## src/rtl/speed_level_ctrl_pkg.sv

```systemverilog
// Shared constants, ramp FSM state type and gear/duty helper functions for the
// speed-level controller and the gear 7-seg driver.
package speed_pkg;

  localparam int MAX_LEVEL   = 15;
  localparam int GEAR_STEP   = 2;
  localparam int DUTY_STEP   = 16;
  localparam int RAMP_TICKS  = 4;
  localparam int DECAY_TICKS = 200;

  typedef enum logic [1:0] {
    HOLD      = 2'd0,
    RAMP_UP   = 2'd1,
    RAMP_DOWN = 2'd2
  } ramp_state_t;

  function automatic logic [3:0] gear_ceiling(input logic [2:0] g);
    int c;
    if (g == 3'd0) begin
      c = 0;
    end else begin
      c = 1 + GEAR_STEP * (int'(g) - 1);
      if (c > MAX_LEVEL) c = MAX_LEVEL;
    end
    return 4'(c);
  endfunction

  function automatic logic [7:0] level_to_duty(input logic [4:0] lvl);
    int d;
    d = int'(lvl) * DUTY_STEP;
    if (d > 255) d = 255;
    return 8'(d);
  endfunction

endpackage

```

## src/rtl/speed_level_ctrl_if.sv

```systemverilog
// Pulse/gear inputs and level/duty outputs of the speed-level controller.
interface speed_level_ctrl_if;
  logic       tick_1khz;
  logic       accel_pulse;
  logic       decel_pulse;
  logic [2:0] gear_sw;
  logic [3:0] speed_level;
  logic [3:0] max_level;
  logic       overspeed;
  logic       limit_beep;
  logic [7:0] duty_cmd;
  logic       ramp_busy;

  modport master (
    output tick_1khz, accel_pulse, decel_pulse, gear_sw,
    input  speed_level, max_level, overspeed, limit_beep, duty_cmd, ramp_busy
  );

  modport slave (
    input  tick_1khz, accel_pulse, decel_pulse, gear_sw,
    output speed_level, max_level, overspeed, limit_beep, duty_cmd, ramp_busy
  );
endinterface

```

## src/rtl/speed_level_ctrl_duty_ramp.sv

```systemverilog
// Slews the servo duty command one count per RAMP_TICKS ticks toward the target.
import speed_pkg::*;

module duty_ramp (
  input  logic       clk_50mhz,
  input  logic       rst,
  input  logic       i_tick,
  input  logic [7:0] i_duty_tgt,
  output logic [7:0] o_duty_cmd,
  output logic       o_ramp_busy
);
  localparam int CW = $clog2(RAMP_TICKS);
  localparam logic [CW-1:0] TICK_LAST = CW'(RAMP_TICKS - 1);

  ramp_state_t   r_state, w_state_next;
  logic [7:0]    r_duty, w_duty_next, w_duty_step;
  logic [CW-1:0] r_tick_cnt, w_tick_next;
  logic          w_up;

  assign w_up        = i_duty_tgt > r_duty;
  assign w_duty_step = w_up ? r_duty + 8'd1 : r_duty - 8'd1;

  always_ff @(posedge clk_50mhz) begin
    if (rst) begin
      r_state    <= HOLD;
      r_duty     <= 8'd0;
      r_tick_cnt <= '0;
    end else begin
      r_state    <= w_state_next;
      r_duty     <= w_duty_next;
      r_tick_cnt <= w_tick_next;
    end
  end

  always_comb begin
    w_state_next = r_state;
    w_duty_next  = r_duty;
    w_tick_next  = r_tick_cnt;
    case (r_state)
      HOLD: begin
        w_tick_next = '0;
        if (i_duty_tgt > r_duty)      w_state_next = RAMP_UP;
        else if (i_duty_tgt < r_duty) w_state_next = RAMP_DOWN;
      end
      default: begin
        if (i_duty_tgt == r_duty) begin
          w_state_next = HOLD;
          w_tick_next  = '0;
        end else begin
          // Direction follows the live target; the tick phase survives a reversal.
          w_state_next = w_up ? RAMP_UP : RAMP_DOWN;
          if (i_tick) begin
            if (r_tick_cnt == TICK_LAST) begin
              w_tick_next = '0;
              w_duty_next = w_duty_step;
              if (w_duty_step == i_duty_tgt) w_state_next = HOLD;
            end else begin
              w_tick_next = r_tick_cnt + 1'b1;
            end
          end
        end
      end
    endcase
  end

  assign o_duty_cmd  = r_duty;
  assign o_ramp_busy = (r_state != HOLD);
endmodule

```

## src/rtl/speed_level_ctrl.sv

```systemverilog
// Speed level register with gear ceiling, limit beep and engine-brake decay;
// feeds the duty ramp that drives the servo PWM.
import speed_pkg::*;

module speed_level_ctrl (
  input  logic clk_50mhz,
  input  logic rst,
  speed_level_ctrl_if.slave bus
);
  localparam int DW = $clog2(DECAY_TICKS);
  localparam logic [DW-1:0] DECAY_LAST = DW'(DECAY_TICKS - 1);

  logic [4:0]    r_level, w_level_next;
  logic [3:0]    r_max;
  logic          r_beep, w_beep_next;
  logic [DW-1:0] r_decay_cnt, w_decay_next;
  logic [4:0]    w_max5;
  logic          w_overspeed, w_acc_only, w_dec_only;
  logic [7:0]    w_duty_tgt;

  assign w_max5      = {1'b0, r_max};
  assign w_overspeed = r_level > w_max5;
  assign w_acc_only  = bus.accel_pulse & ~bus.decel_pulse;
  assign w_dec_only  = bus.decel_pulse & ~bus.accel_pulse;

  always_comb begin
    w_level_next = r_level;
    w_beep_next  = 1'b0;
    w_decay_next = r_decay_cnt;
    if (w_acc_only) begin
      if (r_level < w_max5) w_level_next = r_level + 5'd1;
      else                  w_beep_next  = 1'b1;
    end else if (w_dec_only) begin
      if (r_level != 5'd0) w_level_next = r_level - 5'd1;
      else                 w_beep_next  = 1'b1;
    end
    // Overspeed implies level >= 1, so a decel and a decay step never both apply.
    if (!w_overspeed) begin
      w_decay_next = '0;
    end else if (w_dec_only) begin
      w_decay_next = '0;
    end else if (bus.tick_1khz) begin
      if (r_decay_cnt == DECAY_LAST) begin
        w_decay_next = '0;
        w_level_next = r_level - 5'd1;
      end else begin
        w_decay_next = r_decay_cnt + 1'b1;
      end
    end
  end

  always_ff @(posedge clk_50mhz) begin
    if (rst) begin
      r_level     <= 5'd0;
      r_max       <= 4'd0;
      r_beep      <= 1'b0;
      r_decay_cnt <= '0;
    end else begin
      r_level     <= w_level_next;
      r_max       <= gear_ceiling(bus.gear_sw);
      r_beep      <= w_beep_next;
      r_decay_cnt <= w_decay_next;
    end
  end

  assign w_duty_tgt      = level_to_duty(r_level);
  assign bus.speed_level = r_level[3:0];
  assign bus.max_level   = r_max;
  assign bus.overspeed   = w_overspeed;
  assign bus.limit_beep  = r_beep;

  duty_ramp u_duty_ramp (
    .clk_50mhz   (clk_50mhz),
    .rst         (rst),
    .i_tick      (bus.tick_1khz),
    .i_duty_tgt  (w_duty_tgt),
    .o_duty_cmd  (bus.duty_cmd),
    .o_ramp_busy (bus.ramp_busy)
  );
endmodule
```

## src/flat_wrapper.sv

```systemverilog
// flat-port wrapper written by rule: the top's interface ports become plain ports
module speed_level_ctrl_flat 
  (clk_50mhz, rst, bus_tick_1khz, bus_accel_pulse, bus_decel_pulse, bus_gear_sw, bus_speed_level, bus_max_level, bus_overspeed, bus_limit_beep, bus_duty_cmd, bus_ramp_busy);
  speed_level_ctrl_if bus_i ();
  input  logic clk_50mhz;
  input  logic rst;
  input wire logic [$bits(bus_i.tick_1khz)-1:0] bus_tick_1khz;
  input wire logic [$bits(bus_i.accel_pulse)-1:0] bus_accel_pulse;
  input wire logic [$bits(bus_i.decel_pulse)-1:0] bus_decel_pulse;
  input wire logic [$bits(bus_i.gear_sw)-1:0] bus_gear_sw;
  output wire logic [$bits(bus_i.speed_level)-1:0] bus_speed_level;
  output wire logic [$bits(bus_i.max_level)-1:0] bus_max_level;
  output wire logic [$bits(bus_i.overspeed)-1:0] bus_overspeed;
  output wire logic [$bits(bus_i.limit_beep)-1:0] bus_limit_beep;
  output wire logic [$bits(bus_i.duty_cmd)-1:0] bus_duty_cmd;
  output wire logic [$bits(bus_i.ramp_busy)-1:0] bus_ramp_busy;
  assign bus_i.tick_1khz = bus_tick_1khz;
  assign bus_i.accel_pulse = bus_accel_pulse;
  assign bus_i.decel_pulse = bus_decel_pulse;
  assign bus_i.gear_sw = bus_gear_sw;
  assign bus_speed_level = bus_i.speed_level;
  assign bus_max_level = bus_i.max_level;
  assign bus_overspeed = bus_i.overspeed;
  assign bus_limit_beep = bus_i.limit_beep;
  assign bus_duty_cmd = bus_i.duty_cmd;
  assign bus_ramp_busy = bus_i.ramp_busy;
  speed_level_ctrl u_core (.clk_50mhz(clk_50mhz), .rst(rst), .bus(bus_i));
endmodule
```

## config.mk

```make
export PLATFORM = sky130hd
export DESIGN_NAME = speed_level_ctrl_flat
export DESIGN_NICKNAME = d
export VERILOG_FILES = /design/src/rtl/speed_level_ctrl_pkg.sv /design/src/rtl/speed_level_ctrl_if.sv /design/src/rtl/speed_level_ctrl_duty_ramp.sv /design/src/rtl/speed_level_ctrl.sv /design/src/flat_wrapper.sv
export SDC_FILE = /design/constraint.sdc
export NUM_CORES = 1
export LEC_CHECK = 0
export ABC_AREA = 0
export BUFFER_PORTS_ARGS = -buffer_cell sky130_fd_sc_hd__buf_2
export CAP_MARGIN = 40
export CORE_ASPECT_RATIO = 0.75
export CORE_MARGIN = 2
export CORE_UTILIZATION = 58
export DETAILED_ROUTE_END_ITERATION = 16
export PLACE_DENSITY = 0.8
export SYNTH_ARGS = -nofsm -noshare
export SYNTH_HDL_FRONTEND = slang
export SYNTH_SLANG_ARGS = --single-unit
```

## constraint.sdc

```tcl
create_clock -name clk_50mhz -period 4.2 [get_ports clk_50mhz]
set_clock_uncertainty 0.05 [all_clocks]
set_input_delay 0 -clock clk_50mhz [delete_from_list [all_inputs] [get_ports clk_50mhz]]
set_output_delay 0 -clock clk_50mhz [all_outputs]
set_load 0.02 [all_outputs]
```

==> impl_metrics.toml, run 1 <==
[run_status]
outcome = "completed"

[sta]
fin_setup_tns_ns = 0
worst_hold_slack_ns = 0.03730
timing.fmax_mhz = 253.0
final_min_period_over_clock_period_pct = 94.10
timing_hold_violations_final = 0
final_max_tran_viols = 0
postLayoutSetupSlackWorst_ns = 0.2477
final_period_minus_worst_setup_slack_ns = 3.952
maxSlewHeadroom_pct = 67.29
setup-violations-final = 0
max_slew.worst_pin.slew_ns = 0.4854

[floorplanning]
num_rows = 19
initial_utilization_pct = 60.80
dieArea_um2 = 4355
dieHeight_um = 57.65
io-pin-count = 27
fp.coreArea_um2 = 3661
die-width_um = 75.54

[cells_and_area]
fillers = 308
flow.area_growth_from_synthesis_pct = 14.33
area_used_by_multi_input_combinational_logic_um2 = 1493
post_route_cells_drive_above_1_share_pct = 17.96
fin_util_pct = 69.51
nets = 317
diodes_inserted = 0
register_area_um2 = 600.6

[critical_path]
arrival_time_of_the_worst_setup_path_ns = 4.08
cp_max_fo = 11
reg2reg_to = "u_core.u_duty_ramp.r_state[0]"
r2r_cells = 14
required_time_at_the_endpoint_of_the_critical_path_ns = 4.33
rr_startpoint = "u_core.r_level[4]"
end_kind = "register"
reg2reg_slack_ns = 0.25
start_kind = "register"
crit_type = "register to register"

[synthesis]
synthFlopType = "dfxtp_1"
synthDominantAreaCellType = "dfxtp_1"
netlist_instances = 257
synth_area_per_cell_um2 = 8.661
yosys_register_bits = 30
asyncSetResetFlopFracSynth_pct = 0
synth.cells.most_frequent = "30 x dfxtp_1, 29 x nor2_1, 25 x ha_1"
synth_edf_count = 0
synthesis.area_um2 = 2226
post-synth-top-count-cell = "dfxtp_1"
synth_cell_type_count = 60
yosysWarnings = 0
synthesized_net_count = 291
synth_seq_area_share_pct = 26.98
synth.top_cell.area_share_pct = 26.98
synth.area.top_cells = "dfxtp_1 27%, ha_1 14%, nor2_1 4.9%"

[global_routing]
grt_max_degree = 21
vias_in_the_first_global_route = 1807
globalRouteOverflowTotal = 0
grt_pass1_wl_mm = 8.197
grt_antenna_before_repair = 0
grt_use_total_pct = 24.64

[cts]
cts_tree = "done"
worst_setup_hold_path_clk_slew_ns = 0.07
htree_num_levels = 2
cts.sinks = 30
maximum_buffer_depth_of_the_clock_tree = 2
cts_setup_buffers = 0
insertion_delay_ns = 0.28
clock_tree.root_cell = "clkbuf_8"
cts-buffers-inserted = 5

[hold_path]
hold-path-endpoint = "u_core.r_decay_cnt[1]"
whs_path_depth = 3
holdCritPathClass = "input port to register"
min-delay-start = "bus_tick_1khz"

[pwr]
share_clk_of_total_power_pct = 23.3
p_sw_uw = 646.5
comb_power_share_pct = 55.7
internal-power_uw = 944.9
power.switching_fraction_pct = 40.62
sequentialPowerShare_pct = 20.9
cellLeakagePower_uw = 0.001180
pwr_density_cell_nw_per_um2 = 625.3
vdd_ir_drop_max_mv = 0.4716
totalPowerFinal_uw = 1591

[place]
gpl.final_weighted_congestion = 0.8586
dpl.hpwl_mm = 3.604
number_of_buffers_inserted_by_port_buffering = 26
detailedPlace.worstSlack_ns = 0.3017

[job]
cap_viol_max_count = 0

[detailed_routing]
drt-total-wl_mm = 4.779
avgViaCountPerCell = 5.604
avgRoutedWirePerCell_um = 14.22
drc = 0
detailedRoute.firstPassIterationCount = 4
antenna_violating_nets_post_route = 0
num_vias = 1883
drt-initial-drc-count = 81
==> critical path: stages, from the launching register on <==
cell       delay (ns)
dfxtp_1          0.43
or2_1            0.31
ha_1             0.34
nand4_1          0.25
or2_1            0.32
nand2_1          0.11
nand2_1          0.12
inv_1            0.23
ha_1             0.37
nor4b_1          0.19
a2111oi_2        0.31
o311ai_1         0.21
xnor2_1          0.20
o2111ai_1        0.16
o211a_1          0.24
==> registers in the layout, indices dropped and copies added (netlist names) <==
register                       flops
u_core.r_decay_cnt                 8
u_core.u_duty_ramp.o_duty_cmd      8
u_core.bus.max_level               4
u_core.u_duty_ramp.r_state         2
u_core.u_duty_ramp.r_tick_cnt      2
u_core.bus.limit_beep              1
u_core.r_level                     5
==> power groups by stage <==
stage / logic, uW / registers, uW / clock network, uW
floorplan: 699 / 340 / 0
global placement: 836 / 339 / 0
detailed placement: 855 / 339 / 0
CTS: 871 / 333 / 374
global route: 970 / 337 / 383
finish: 887 / 333 / 371
==> how the worst max path moves through the flow <==
stage	start	to	slack (ns)
6_report	u_core.r_level[4]	u_core.u_duty_ramp.r_state[0]	0.25
5_1_grt	u_core.r_level[4]	u_core.u_duty_ramp.r_state[0]	-0.008
4_1_cts	u_core.r_level[4]	u_core.u_duty_ramp.o_duty_cmd[7]	0.21
3_5_place_dp	u_core.r_level[4]	u_core.u_duty_ramp.o_duty_cmd[7]	0.30
3_3_place_gp	u_core.r_level[4]	u_core.u_duty_ramp.o_duty_cmd[7]	0.39
2_1_floorplan	u_core.r_level[2]	u_core.u_duty_ramp.o_duty_cmd[7]	0.81
==> per-layer routing <==
metal	track usage (%)	vias to the layer above	share of wire (%)	wire length [um]
met5	0	-	0	0
met4	7.769	0	1.5	74
met3	4.696	9	5.0	238
met2	37.89	43	45	2130
met1	35.09	876	49	2335
li1	-	955	-	-
==> per-stage QoR <==
step	std cells	cell area, um2
3_3_place_gp	326	2374
6_report	336	2545
3_5_place_dp	326	2374
5_1_grt	336	2545
2_1_floorplan	257	2226
4_1_cts	336	2536
==> logic make-up (layout without fill, tap and decap cells) <==
group | Yosys count | count (layout) | synth area share, %
fa+ha+maj | 26 | 26 | 14.95
buf+inv | 33 | 60 | 6.352
compound gates | 41 | 41 | 12.93
simple gates | 96 | 96 | 24.34
mux | 10 | 10 | 4.890
xor+xnor | 21 | 21 | 9.556
flops | 30 | 30 | 26.98
==> area by class of cell <==
class                   instances  share of cell area (%)
multi-input cells             194                   58.65
clock buffers                   6                   3.245
clock inverters                 2                   2.360
well taps                      52                   2.557
flip-flops and latches         30                   23.60
repair buffers                 29                   6.195
inverters                      23                   3.392
==> placed cells by master, fill, tap and decap left out, types with 2 or more instances in the layout <==
| master | netlist | routed |
|---|---|---|
| nand2_1 | 17 | 17 |
| nand3_1 | 5 | 5 |
| nand4_1 | 8 | 8 |
| o32ai_1 | 2 | 2 |
| xnor2_1 | 10 | 10 |
| a21oi_1 | 16 | 16 |
| o211ai_1 | 2 | 2 |
| inv_1 | 21 | 21 |
| bufinv_16 | 0 | 2 |
| dlygate4sd3_1 | 0 | 2 |
| buf_2 | 2 | 26 |
| mux2i_1 | 6 | 6 |
| clkbuf_8 | 0 | 6 |
| and3_1 | 3 | 3 |
| xor2_1 | 9 | 9 |
| mux2_1 | 3 | 3 |
| or2_1 | 3 | 3 |
| nor2_1 | 29 | 28 |
| o211a_1 | 2 | 2 |
| nor4b_1 | 2 | 2 |
| ha_1 | 25 | 25 |
| nor4_1 | 2 | 2 |
| nor2_2 | 1 | 2 |
| inv_2 | 2 | 2 |
| o2111ai_1 | 2 | 2 |
| o21ai_0 | 4 | 4 |
| nor3_1 | 3 | 3 |
| nand2b_1 | 4 | 4 |
| dfxtp_1 | 30 | 30 |
| nor2b_1 | 4 | 4 |
==> timing repair <==
action	CTS	global route
gates resized for setup	0	2
hold buffers	2	0
endpoints found under the setup margin	0	3
hold endpoints to repair	2	0
Power figures use the tool's default switching activity.
==> inputs of run 2 (changes only) <==
--- a/config.mk
+++ b/config.mk
@@ -8,8 +8,7 @@
 export ABC_AREA = 0
 export BUFFER_PORTS_ARGS = -buffer_cell sky130_fd_sc_hd__buf_2
 export CAP_MARGIN = 40
-export CORE_ASPECT_RATIO = 0.75
-export CORE_MARGIN = 2
+export CORE_ASPECT_RATIO = 1.1
 export CORE_UTILIZATION = 58
 export DETAILED_ROUTE_END_ITERATION = 16
 export PLACE_DENSITY = 0.8
==> run 2 against run 1 <==
Net effect:
- utilization down 1.6 points
- critical endpoint is now u_core.u_duty_ramp.o_duty_cmd[7]
- final area is 2.4% lower
- power down 11%
- via count about the same
- critical path type unchanged
- sequential cell count is the same
- fmax rose by 1.8%
- sequential power is essentially flat
- die area decreased by 6.1%
- largest power group unchanged
- clock power is 41% lower
- wire length fell by 5.0%
==> impl_metrics.toml, run 2 (synthesized netlist as in run 1, its figures left out) <==
[floorplanning]
io-pin-count = 27
dieHeight_um = 66.98
die-width_um = 61.07
fp.coreArea_um2 = 3655
num_rows = 23
dieArea_um2 = 4090
initial_utilization_pct = 60.90

[sta]
timing_hold_violations_final = 0
grt_setup_unrepaired = "no"
fin_setup_tns_ns = 0
max_slew.worst_pin.slew_ns = 0.4463
worst_hold_slack_ns = 0.03120
final_period_minus_worst_setup_slack_ns = 3.883
setup-violations-final = 0
maxSlewHeadroom_pct = 69.77
timing.fmax_mhz = 257.5
final_min_period_over_clock_period_pct = 92.46
postLayoutSetupSlackWorst_ns = 0.3166
final_max_tran_viols = 0

[critical_path]
cp.depth = 14
startpoint = "u_core.r_level[4]"
timing.critical_path.max_delay_family = "simple AND/OR/NAND/NOR gates"
cp_max_fo = 11
rr_startpoint = "u_core.r_level[4]"
crit_buf_inv = 1
arrival_time_of_the_worst_setup_path_ns = 4.00
cp_slowest_stage_delay_ns = 0.44
reg2reg_slack_ns = 0.32
r2r_cells = 14
required_time_at_the_endpoint_of_the_critical_path_ns = 4.31
crit_slowest_cell = "dfxtp_1"
start_kind = "register"
timing.critical_path.cells = "or2_1, ha_1, nand4_1, or2_1, nand2_1, nand2_1, inv_2, ha_1, a21oi_1, o211ai_1, a31oi_2, nand3_1, a21oi_1, mux2_1"
crit_type = "register to register"
end_kind = "register"
reg2reg_to = "u_core.u_duty_ramp.o_duty_cmd[7]"

[pwr]
vdd_ir_drop_max_mv = 0.4799
pwr_density_cell_nw_per_um2 = 573.4
cellLeakagePower_uw = 0.001152

[cells_and_area]
nets = 318
layout.cells.most_common_list = "30 x dfxtp_1, 28 x nor2_1, 26 x buf_2"
diodes_inserted = 0
post_route_cells_drive_above_1_share_pct = 17.61
layout_commonest_cell = "dfxtp_1"
fin_cells = 334
fin_util_pct = 67.96
flow.area_growth_from_synthesis_pct = 11.58

[detailed_routing]
drc = 0
detailedRoute.firstPassIterationCount = 4
drt-initial-drc-count = 104
num_vias = 1884
avgRoutedWirePerCell_um = 13.59
avgViaCountPerCell = 5.641
drt-total-wl_mm = 4.540
antenna_violating_nets_post_route = 0

[global_routing]
grt_antenna_before_repair = 0
grt_max_degree = 21
grt_pass1_wl_mm = 7.348
vias_in_the_first_global_route = 1713
grt_use_total_pct = 24.44
globalRouteOverflowTotal = 0

[cts]
htree_num_levels = 2
maximum_buffer_depth_of_the_clock_tree = 2
cts-buffers-inserted = 5
cts_setup_buffers = 0
insertion_delay_ns = 0.28
cts_tree = "done"
cts.sinks = 30
clock_tree.root_cell = "clkbuf_8"
worst_setup_hold_path_clk_slew_ns = 0.06

[place]
post-place-cells = 325
dpl.hpwl_mm = 3.430
gpl.final_weighted_congestion = 0.8505
number_of_buffers_inserted_by_port_buffering = 26
detailedPlace.worstSlack_ns = 0.3054

[run_status]
outcome = "completed"

[job]
cap_viol_max_count = 0

[hold_path]
min-delay-start = "bus_gear_sw[1]"
whs_path_depth = 4
hold-path-endpoint = "u_core.bus.max_level[2]"
holdCritPathClass = "input port to register"
## run 2: cell count changes in the layout (fill, tap and decap cells not counted), sizes merged
cell / before / now
bufinv: 2 / 0
buf: 27 / 28
clkbuf: 6 / 7
## run 2: what timing repair did
action	4_1_cts	5_1_grt
resized for setup	0	3
hold buffers	2	0
hold endpoints to repair	2	0
endpoints found under the setup margin	0	1
## run 2: power by group
part           switching (uW)  internal [uW]
clock network             105            114
logic                     491            384
registers                20.0            310
## run 2: worst max path at each step
stage	to	slack, ns
2_1_floorplan	u_core.u_duty_ramp.o_duty_cmd[7]	0.81
3_3_place_gp	u_core.u_duty_ramp.o_duty_cmd[7]	0.41
3_5_place_dp	u_core.u_duty_ramp.o_duty_cmd[7]	0.31
4_1_cts	u_core.u_duty_ramp.o_duty_cmd[7]	0.22
5_1_grt	u_core.u_duty_ramp.o_duty_cmd[7]	0.11
6_report	u_core.u_duty_ramp.o_duty_cmd[7]	0.32
## run 2: layer usage
layer / part of all wire, % / track usage (%) / vias up / routed length [um]
li1: - / - / 954 / -
met3: 3.1 / 6.602 / 9 / 141
met1: 47 / 30.17 / 878 / 2115
met2: 48 / 39.27 / 43 / 2184
met4: 2.2 / 10.23 / 0 / 99
met5: 0 / 0 / - / 0
## run 2: through the flow
| step | area [um2] | power [uW] |
|---|---|---|
| floorplan | 2226 | 1040 |
| global placement | 2379 | 1171 |
| detailed placement | 2379 | 1179 |
| CTS | 2475 | 1407 |
| global route | 2484 | 1538 |
| finish | 2484 | 1424 |
## run 2: cell type report
cell class | count | area [um2]
multi-input cells | 194 | 1493
fillers | 326 | 1171
well taps | 50 | 62.56
repair buffers | 30 | 165.2
flip-flops and latches | 30 | 600.6
clock buffers | 7 | 76.32
inverters | 23 | 86.33
## run 2: tightest hold or removal path, delay by kind of cell
| kind | cells | cell delay [ns] |
|---|---|---|
| buf+inv | 2 | 0.16 |
| simple gates | 1 | 0.04 |
| fa+ha+maj | 1 | 0.12 |
